### config.mk
export PLATFORM = sky130hd
export DESIGN_NAME = multiplier_flat
export DESIGN_NICKNAME = d
export VERILOG_FILES = /design/src/rtl/multiplier_pkg.sv /design/src/rtl/multiplier_if.sv /design/src/rtl/multiplier.sv /design/src/flat_wrapper.sv
export SDC_FILE = /design/constraint.sdc
export NUM_CORES = 1
export LEC_CHECK = 0
export BUFFER_PORTS_ARGS = -buffer_cell sky130_fd_sc_hd__buf_2
export CORE_MARGIN = 2
export CORE_UTILIZATION = 55
export CTS_CLUSTER_SIZE = 8
export DETAILED_ROUTE_END_ITERATION = 8
export PLACE_DENSITY = 0.71
export SETUP_SLACK_MARGIN = 0.05
export SYNTH_ARGS = -nofsm -noshare
export SYNTH_HDL_FRONTEND = slang
export SYNTH_SLANG_ARGS = --single-unit
### constraint.sdc
create_clock -name clk -period 7.9 [get_ports clk]
set_input_delay 0.79 -clock clk [delete_from_list [all_inputs] [get_ports clk]]
set_output_delay 0.79 -clock clk [all_outputs]
set_load 0.005 [all_outputs]
### src/rtl/multiplier_pkg.sv
// Shared types for the iterative multiplier: op encoding and FSM states.
package multiplier_pkg;

  // Encoding matches funct3[1:0] of the M-extension multiply group.
  typedef enum logic [1:0] {
    OP_MUL    = 2'd0,
    OP_MULH   = 2'd1,
    OP_MULHSU = 2'd2,
    OP_MULHU  = 2'd3
  } mul_op_t;

  typedef enum logic {
    IDLE = 1'b0,
    STEP = 1'b1
  } mul_state_t;

  localparam int unsigned MUL_W     = 32;
  localparam int unsigned MUL_STEPS = 32;

endpackage

### src/rtl/multiplier_if.sv
// Request/response bundle between the execute stage and the multiplier.
interface multiplier_if;
  import multiplier_pkg::*;

  logic        start;
  mul_op_t     op;
  logic [31:0] multiplicand_input;
  logic [31:0] multiplier_input;
  logic [31:0] result_output;
  logic        done;
  logic        busy;

  modport master (
    output start, op, multiplicand_input, multiplier_input,
    input  result_output, done, busy
  );

  modport slave (
    input  start, op, multiplicand_input, multiplier_input,
    output result_output, done, busy
  );

endinterface

### src/rtl/multiplier.sv
// Iterative radix-2 shift-add 32x32 multiplier for MUL/MULH/MULHSU/MULHU.
//
// state | meaning
// ------+-------------------------------------------------------------
// IDLE  | waiting for start; result_output holds last completed value
// STEP  | one shift-add step per cycle, 32 steps, counter 31 down to 0
module multiplier
  import multiplier_pkg::*;
(
  input  logic         clk,
  input  logic         reset,
  multiplier_if.slave  bus
);

  mul_state_t  state;
  mul_state_t  state_next;
  mul_op_t     op_q;
  logic        sign_a;
  logic        sign_b;
  logic [63:0] mag_a;
  logic [31:0] mag_b;
  logic [63:0] product;
  logic [4:0]  counter;
  logic [31:0] result_q;
  logic        done_q;

  logic        sign_a_in;
  logic        sign_b_in;
  logic [31:0] mag_a_in;
  logic [31:0] mag_b_in;
  logic [63:0] product_next;
  logic [63:0] product_fix;

  // Operand signs and magnitudes for the accepting cycle; MUL runs unsigned
  // since its low half is the same for every signedness.
  always_comb begin
    sign_a_in = 1'b0;
    sign_b_in = 1'b0;
    if (bus.op == OP_MULH || bus.op == OP_MULHSU) sign_a_in = bus.multiplicand_input[31];
    if (bus.op == OP_MULH)                        sign_b_in = bus.multiplier_input[31];
    mag_a_in = sign_a_in ? (~bus.multiplicand_input + 32'd1) : bus.multiplicand_input;
    mag_b_in = sign_b_in ? (~bus.multiplier_input + 32'd1) : bus.multiplier_input;
  end

  // One adder step plus the sign correction applied on the final step.
  always_comb begin
    product_next = product + (mag_b[0] ? mag_a : 64'd0);
    product_fix  = (sign_a ^ sign_b) ? (~product_next + 64'd1) : product_next;
  end

  // State register.
  always_ff @(posedge clk) begin
    if (reset) state <= IDLE;
    else       state <= state_next;
  end

  // Next-state logic.
  always_comb begin
    state_next = state;
    case (state)
      IDLE: if (bus.start)      state_next = STEP;
      STEP: if (counter == 5'd0) state_next = IDLE;
      default:                  state_next = IDLE;
    endcase
  end

  // Outputs derived from state.
  always_comb begin
    bus.busy = (state == STEP);
  end

  // Datapath registers: operand latch, shift-add steps, result capture.
  always_ff @(posedge clk) begin
    if (reset) begin
      op_q     <= OP_MUL;
      sign_a   <= 1'b0;
      sign_b   <= 1'b0;
      mag_a    <= 64'd0;
      mag_b    <= 32'd0;
      product  <= 64'd0;
      counter  <= 5'd0;
      result_q <= 32'd0;
      done_q   <= 1'b0;
    end else begin
      done_q <= 1'b0;
      case (state)
        IDLE: begin
          if (bus.start) begin
            op_q    <= bus.op;
            sign_a  <= sign_a_in;
            sign_b  <= sign_b_in;
            mag_a   <= {32'd0, mag_a_in};
            mag_b   <= mag_b_in;
            product <= 64'd0;
            counter <= 5'(MUL_STEPS - 1);
          end
        end
        STEP: begin
          product <= product_next;
          mag_a   <= mag_a << 1;
          mag_b   <= mag_b >> 1;
          if (counter != 5'd0) begin
            counter <= counter - 5'd1;
          end else begin
            result_q <= (op_q == OP_MUL) ? product_fix[31:0] : product_fix[63:32];
            done_q   <= 1'b1;
          end
        end
        default: ;
      endcase
    end
  end

  assign bus.result_output = result_q;
  assign bus.done          = done_q;

endmodule
### src/flat_wrapper.sv
// flat-port wrapper written by rule: the top's interface ports become plain ports
module multiplier_flat import multiplier_pkg::*;
  (clk, reset, bus_start, bus_op, bus_multiplicand_input, bus_multiplier_input, bus_result_output, bus_done, bus_busy);
  multiplier_if bus_i ();
  input  logic clk;
  input  logic reset;
  input wire logic [$bits(bus_i.start)-1:0] bus_start;
  input wire logic [$bits(bus_i.op)-1:0] bus_op;
  input wire logic [$bits(bus_i.multiplicand_input)-1:0] bus_multiplicand_input;
  input wire logic [$bits(bus_i.multiplier_input)-1:0] bus_multiplier_input;
  output wire logic [$bits(bus_i.result_output)-1:0] bus_result_output;
  output wire logic [$bits(bus_i.done)-1:0] bus_done;
  output wire logic [$bits(bus_i.busy)-1:0] bus_busy;
  assign bus_i.start = bus_start;
  assign bus_i.op = bus_op;
  assign bus_i.multiplicand_input = bus_multiplicand_input;
  assign bus_i.multiplier_input = bus_multiplier_input;
  assign bus_result_output = bus_i.result_output;
  assign bus_done = bus_i.done;
  assign bus_busy = bus_i.busy;
  multiplier u_core (.clk(clk), .reset(reset), .bus(bus_i));
endmodule
* Word-level counts from Yosys, hierarchy flattened
Cells that the tools add are included.
** Word-level totals
- Word-level logic and storage cells :: 53
- Bits in registers :: 203
** Operators by class
- Reductions and logical operators :: 8
- Add/subtract/negate cells :: 5
- Multiplexer cells :: 20
- Bitwise operators :: 6
- Eq/ne operators :: 4
** Operator list (count)
- $mux 64 :: 4
- $pmux 64 s2 :: 2
- $mux 32 :: 4
- $add 32x1->32 const B :: 2
- $add 64x1->64 const B :: 1
- $add 64x64->64 :: 1
- $not 32->32 :: 2
- $not 64->64 :: 1
- $pmux 32 s2 :: 1
- $mux 5 :: 2
- $pmux 5 s2 :: 1
- $reduce_and 2->1 :: 3
- $logic_not 5->1 :: 1
- $mux 1 :: 5
- $reduce_bool 5->1 :: 1
- $sub 5x1->5 const B :: 1
- $ne 2x2->1 const B :: 2
- $eq 2x1->1 const B :: 1
- $eq 2x2->1 const B :: 1
- $logic_not 2->1 :: 1
- $not 1->1 :: 2
- $pmux 1 s2 :: 1
- $reduce_or 2->1 :: 1
- $logic_or 1x1->1 :: 1
- $xor 1x1->1 :: 1

* Longest topological paths before layout
- Word-level depth :: 6
- Depth in mapped cells :: 20

* Worst setup path after synthesis
No wires, ideal clock.
- Path type :: reg-to-reg
- Start :: reg u_core.mag_b[0]
- End :: reg u_core.result_q[31] (netlist: u_core.bus.result_output[31])
- Setup slack :: 3.389 ns
- Cell stages (with the launch flop) :: 20
- Clock period less this slack :: 4.511 ns
- Library setup time :: 0.103 ns
- Arrival :: 4.408 ns
- Cells stage by stage :: dfxtp_1 clkbuf_1 clkbuf_1 and2_1 ha_1 inv_1 fa_1 nand2b_1 a21o_1 a21bo_4 a311oi_1 nor2_1 a21oi_1 xor2_1 or4_1 buf_2 nor4_2 a41oi_2 xnor2_1 a2111oi_2
** Between the ends
- Word-level cells in the longest chain between the ends :: 6
** Ends and longest elaborated chain
- from (decl) :: line multiplier.sv:21 : logic [31:0] mag_b;
- from (signal assigned) :: line multiplier.sv:93 : mag_b <= mag_b_in;
- from (signal assigned) :: line multiplier.sv:101 : mag_b <= mag_b >> 1;
- $mux 64 (*) :: line multiplier.sv:47 : product_next = product + (mag_b[0] ? mag_a : 64'd0);
- $add 64x64->64 (*) :: line multiplier.sv:47
- $not 64->64 :: line multiplier.sv:48 : product_fix = (sign_a ^ sign_b) ? (~product_next + 64'd1) : product_next;
- $add 64x1->64 :: line multiplier.sv:48
- $mux 64 (*) :: line multiplier.sv:48
- $mux 32 (*) :: line multiplier.sv:105 : result_q <= (op_q == OP_MUL) ? product_fix[31:0] : product_fix[63:32];
- to (signal assigned) :: line multiplier.sv:105
- to (decl) :: line multiplier.sv:24 : logic [31:0] result_q;
Mark *: on every way between the ends. The rest lies on a longest branch, timed or not.
A chain may end at the register's enable or synchronous reset.

* Final worst setup path
Ends and elaborated chain as after synthesis.

==> reports/qor.yml <==
yosysSeqAreaShare: 0.246
switching_power_w: 0.000838
crit_chain: "buf_4 -> and2_1 -> ha_1 -> inv_1 -> fa_1 -> nand2b_1 -> a211oi_1 -> o21bai_2 -> a21o_1 -> a21oi_1 -> nor3_2 -> xnor2_1 -> or4_1 -> nor4_2 -> a41oi_2 -> xnor2_1 -> a2111oi_2"
synth_cell_types: 103
p_clk_frac: 0.418
vias_per_cell: 6.30
grt_pass1_vias: 15353
numClockSinks: 203
ys.flop_type: "dfxtp_1"
final_layout_size_suffix_gt1_frac: 0.0959
vias: 16841
whs_ns: 0.450
p_sw_frac: 0.303
num_rows: 63
vdd_ir_drop_max_v: 0.000150
cts_resized: 0
crit_required_ns: 8.36
synthArstFlopShare: 0
final-setup-viol-count: 0
syn-cell-area_um2: 16500
grt.total_usage: 0.327
crit_top_cell: "xnor2_1"
cts_setup_buffers: 0
setup_tns_ns: 0
hp-class: "register to register"
yosys-top-cells-area: "dfxtp_1, a21oi_1, nor2_1"
ios: 103
gr-total-overflow: 0
fp.dieW_um: 177
antenna_found_initial: 2
ant_nets: 0
wl_per_cell_um: 19.7
critical_path.slowest_cell: "or4_1"
synth_cells: 2280
dieArea_um2: 31500
portBuffers: 102
finalNetCount: 2415
cts_tree: "yes"
die_y_um: 177
cts_max_path_buffers: 3
ys_ff_latch: 203
slowest_delay_ns: 0.58
grt_max_degree: 257
period_minus_slack_ns: 5.30
report.final.slew_viol_count: 0
rsz0062_at_grt: "no"
dr.pass1.iters: 6
path_class: "register to register"
slew_headroom: 0.130
path_clk_slew_ns: 0.05
ys_warn_count: 0
cts_hold_buffers: 0
place_hpwl_um: 39400
cp.arrival_ns: 5.76
synth.top_cell.area_share: 0.246
synth_common_cells: "nor2_1, a21oi_1, dfxtp_1"
cts_max_level: 1
synth_edf_count: 0
power_density_nw_per_um2: 155
wl_um: 52600
routabilityCongestion: 0.977
core_area_um2: 29600
drc_errors: 0
drv_cap: 0
root_buffer: "clkbuf_16"
cts_made_buffers: 30
start_util: 0.558
startpoint_type: "register"
endpoint_kind: "register"
clock_latency_ns: 0.57
status: "finished, final reports clean"
p_int_w: 0.00193
final_hold_viol_count: 0
combPwrFrac: 0.182
skew_ns: 0.0192
synth_nets: 2419
grt_pass1_wl_um: 83100
seqPwrFrac: 0.399
critPathMaxFanout: 65
tightest_slew_ns: 1.30
cellLeakagePower_nw: 6.89
synth_area_leader_cell: "dfxtp_1"
period_share: 0.671
drtIter0Drc: 1393
area_growth_pct: 8.06
max_freq_mhz: 189
yosysMostFrequentCell: "nor2_1"
syn_area_per_cell_um2: 7.25
==> cells by family (layout without fill, tap and decap cells) <==
family / Yosys count / count (layout) / share of synthesized area
buf+inv: 197 / 200 / 0.0481
fa+ha+maj: 70 / 70 / 0.0534
mux: 21 / 21 / 0.0132
other cells: 0 / 1 / 0
compound gates: 711 / 711 / 0.275
xor+xnor: 129 / 129 / 0.0688
simple gates: 949 / 949 / 0.296
flops: 203 / 203 / 0.246
==> registers in the layout, summed over array words and instances, names as in the netlist <==
signal                    flops
u_core.bus.result_output     32
u_core.product               64
u_core.bus.busy               1
u_core.counter                5
u_core.sign_a                 1
u_core.sign_b                 1
u_core.bus.done               1
u_core.op_q                   2
u_core.mag_a                 64
u_core.mag_b                 32
==> layout by cell type, fill, tap and decap left out, types with 10 or more instances in the layout <==
master,netlist,layout
and2_1,84,84
nor3_1,50,50
o41ai_1,10,10
ha_1,69,69
a211oi_1,56,56
inv_1,47,47
nand2b_1,12,12
o31ai_1,12,12
buf_2,15,100
or3_1,27,27
nand4_1,27,27
or4_1,11,11
and3_1,15,15
dfxtp_1,203,202
a21oi_1,295,295
mux2i_1,15,15
nand3_1,36,36
buf_4,6,10
a311oi_1,18,18
o21a_1,16,16
clkbuf_16,0,30
o21ai_0,90,90
o21ai_1,31,31
nor2_1,346,346
xor2_1,50,49
a31oi_1,20,20
nor3b_1,97,97
a21o_1,26,26
xnor2_1,78,77
nor4_1,20,20
a22oi_1,13,13
nand2_1,158,158
o211ai_1,16,16
==> critical path: cells and delay by family (launching register included) <==
| kind | cells | cell delay, ns |
|---|---|---|
| flops | 1 | 0.30 |
| compound gates | 6 | 1.91 |
| buf+inv | 2 | 0.52 |
| simple gates | 5 | 1.41 |
| fa+ha+maj | 2 | 0.60 |
| xor+xnor | 2 | 0.44 |
==> area by class of cell <==
class | instances | area, um2
sequential | 203 | 4070
inverter | 48 | 180
tap | 390 | 488
clock buffer | 37 | 797
clock inverter | 2 | 23.8
timing repair buffer | 113 | 618
antenna | 1 | 2.50
multi-input combinational | 1880 | 11700
fill | 2863 | 11800
==> power by group through the flow <==
stage          Sequential, W  Clock [W]  Combinational [W]
3_3_place_gp         0.00113          0           0.000487
4_1_cts              0.00111    0.00118           0.000498
5_1_grt              0.00111    0.00121           0.000559
3_5_place_dp         0.00113          0           0.000496
6_report             0.00111    0.00116           0.000505
2_1_floorplan        0.00111          0           0.000379
==> through the flow <==
stage | setup WS [ns] | std cells | instance area [um2] | util | total power [W]
after detailed placement | 2.75 | 2634 | 17000 | 0.575 | 0.00162
after global routing | 2.05 | 2673 | 17900 | 0.603 | 0.00288
after CTS | 2.70 | 2673 | 17900 | 0.603 | 0.00279
after floorplan | 3.39 | 2280 | 16500 | - | 0.00148
after global placement | 2.79 | 2634 | 17000 | 0.575 | 0.00161
final | 2.60 | 2674 | 17900 | 0.603 | 0.00277
==> per-layer routing <==
layer / vias to the layer above / GRT usage / share of wire
met5: - / 0 / 0
met4: 0 / 0.0912 / 0.028
met3: 106 / 0.0576 / 0.079
met2: 646 / 0.521 / 0.43
met1: 7826 / 0.453 / 0.46
li1: 8263 / - / -
==> path summary, 6_finish.rpt <==
| kind | slack, ns | end | start | cells after the start |
|---|---|---|---|---|
| worst max-delay path | 2.60 | u_core.bus.result_output[31] | u_core.mag_b[0] | 17 |
| worst min-delay path | 0.45 | u_core.bus.result_output[26] | u_core.bus.result_output[26] | 2 |
| worst max register to register | 2.60 | u_core.bus.result_output[31] | u_core.mag_b[0] | 17 |
| worst min register to register | 0.45 | u_core.bus.result_output[26] | u_core.bus.result_output[26] | 2 |
No activity file was read; power rests on OpenSTA's default activity.
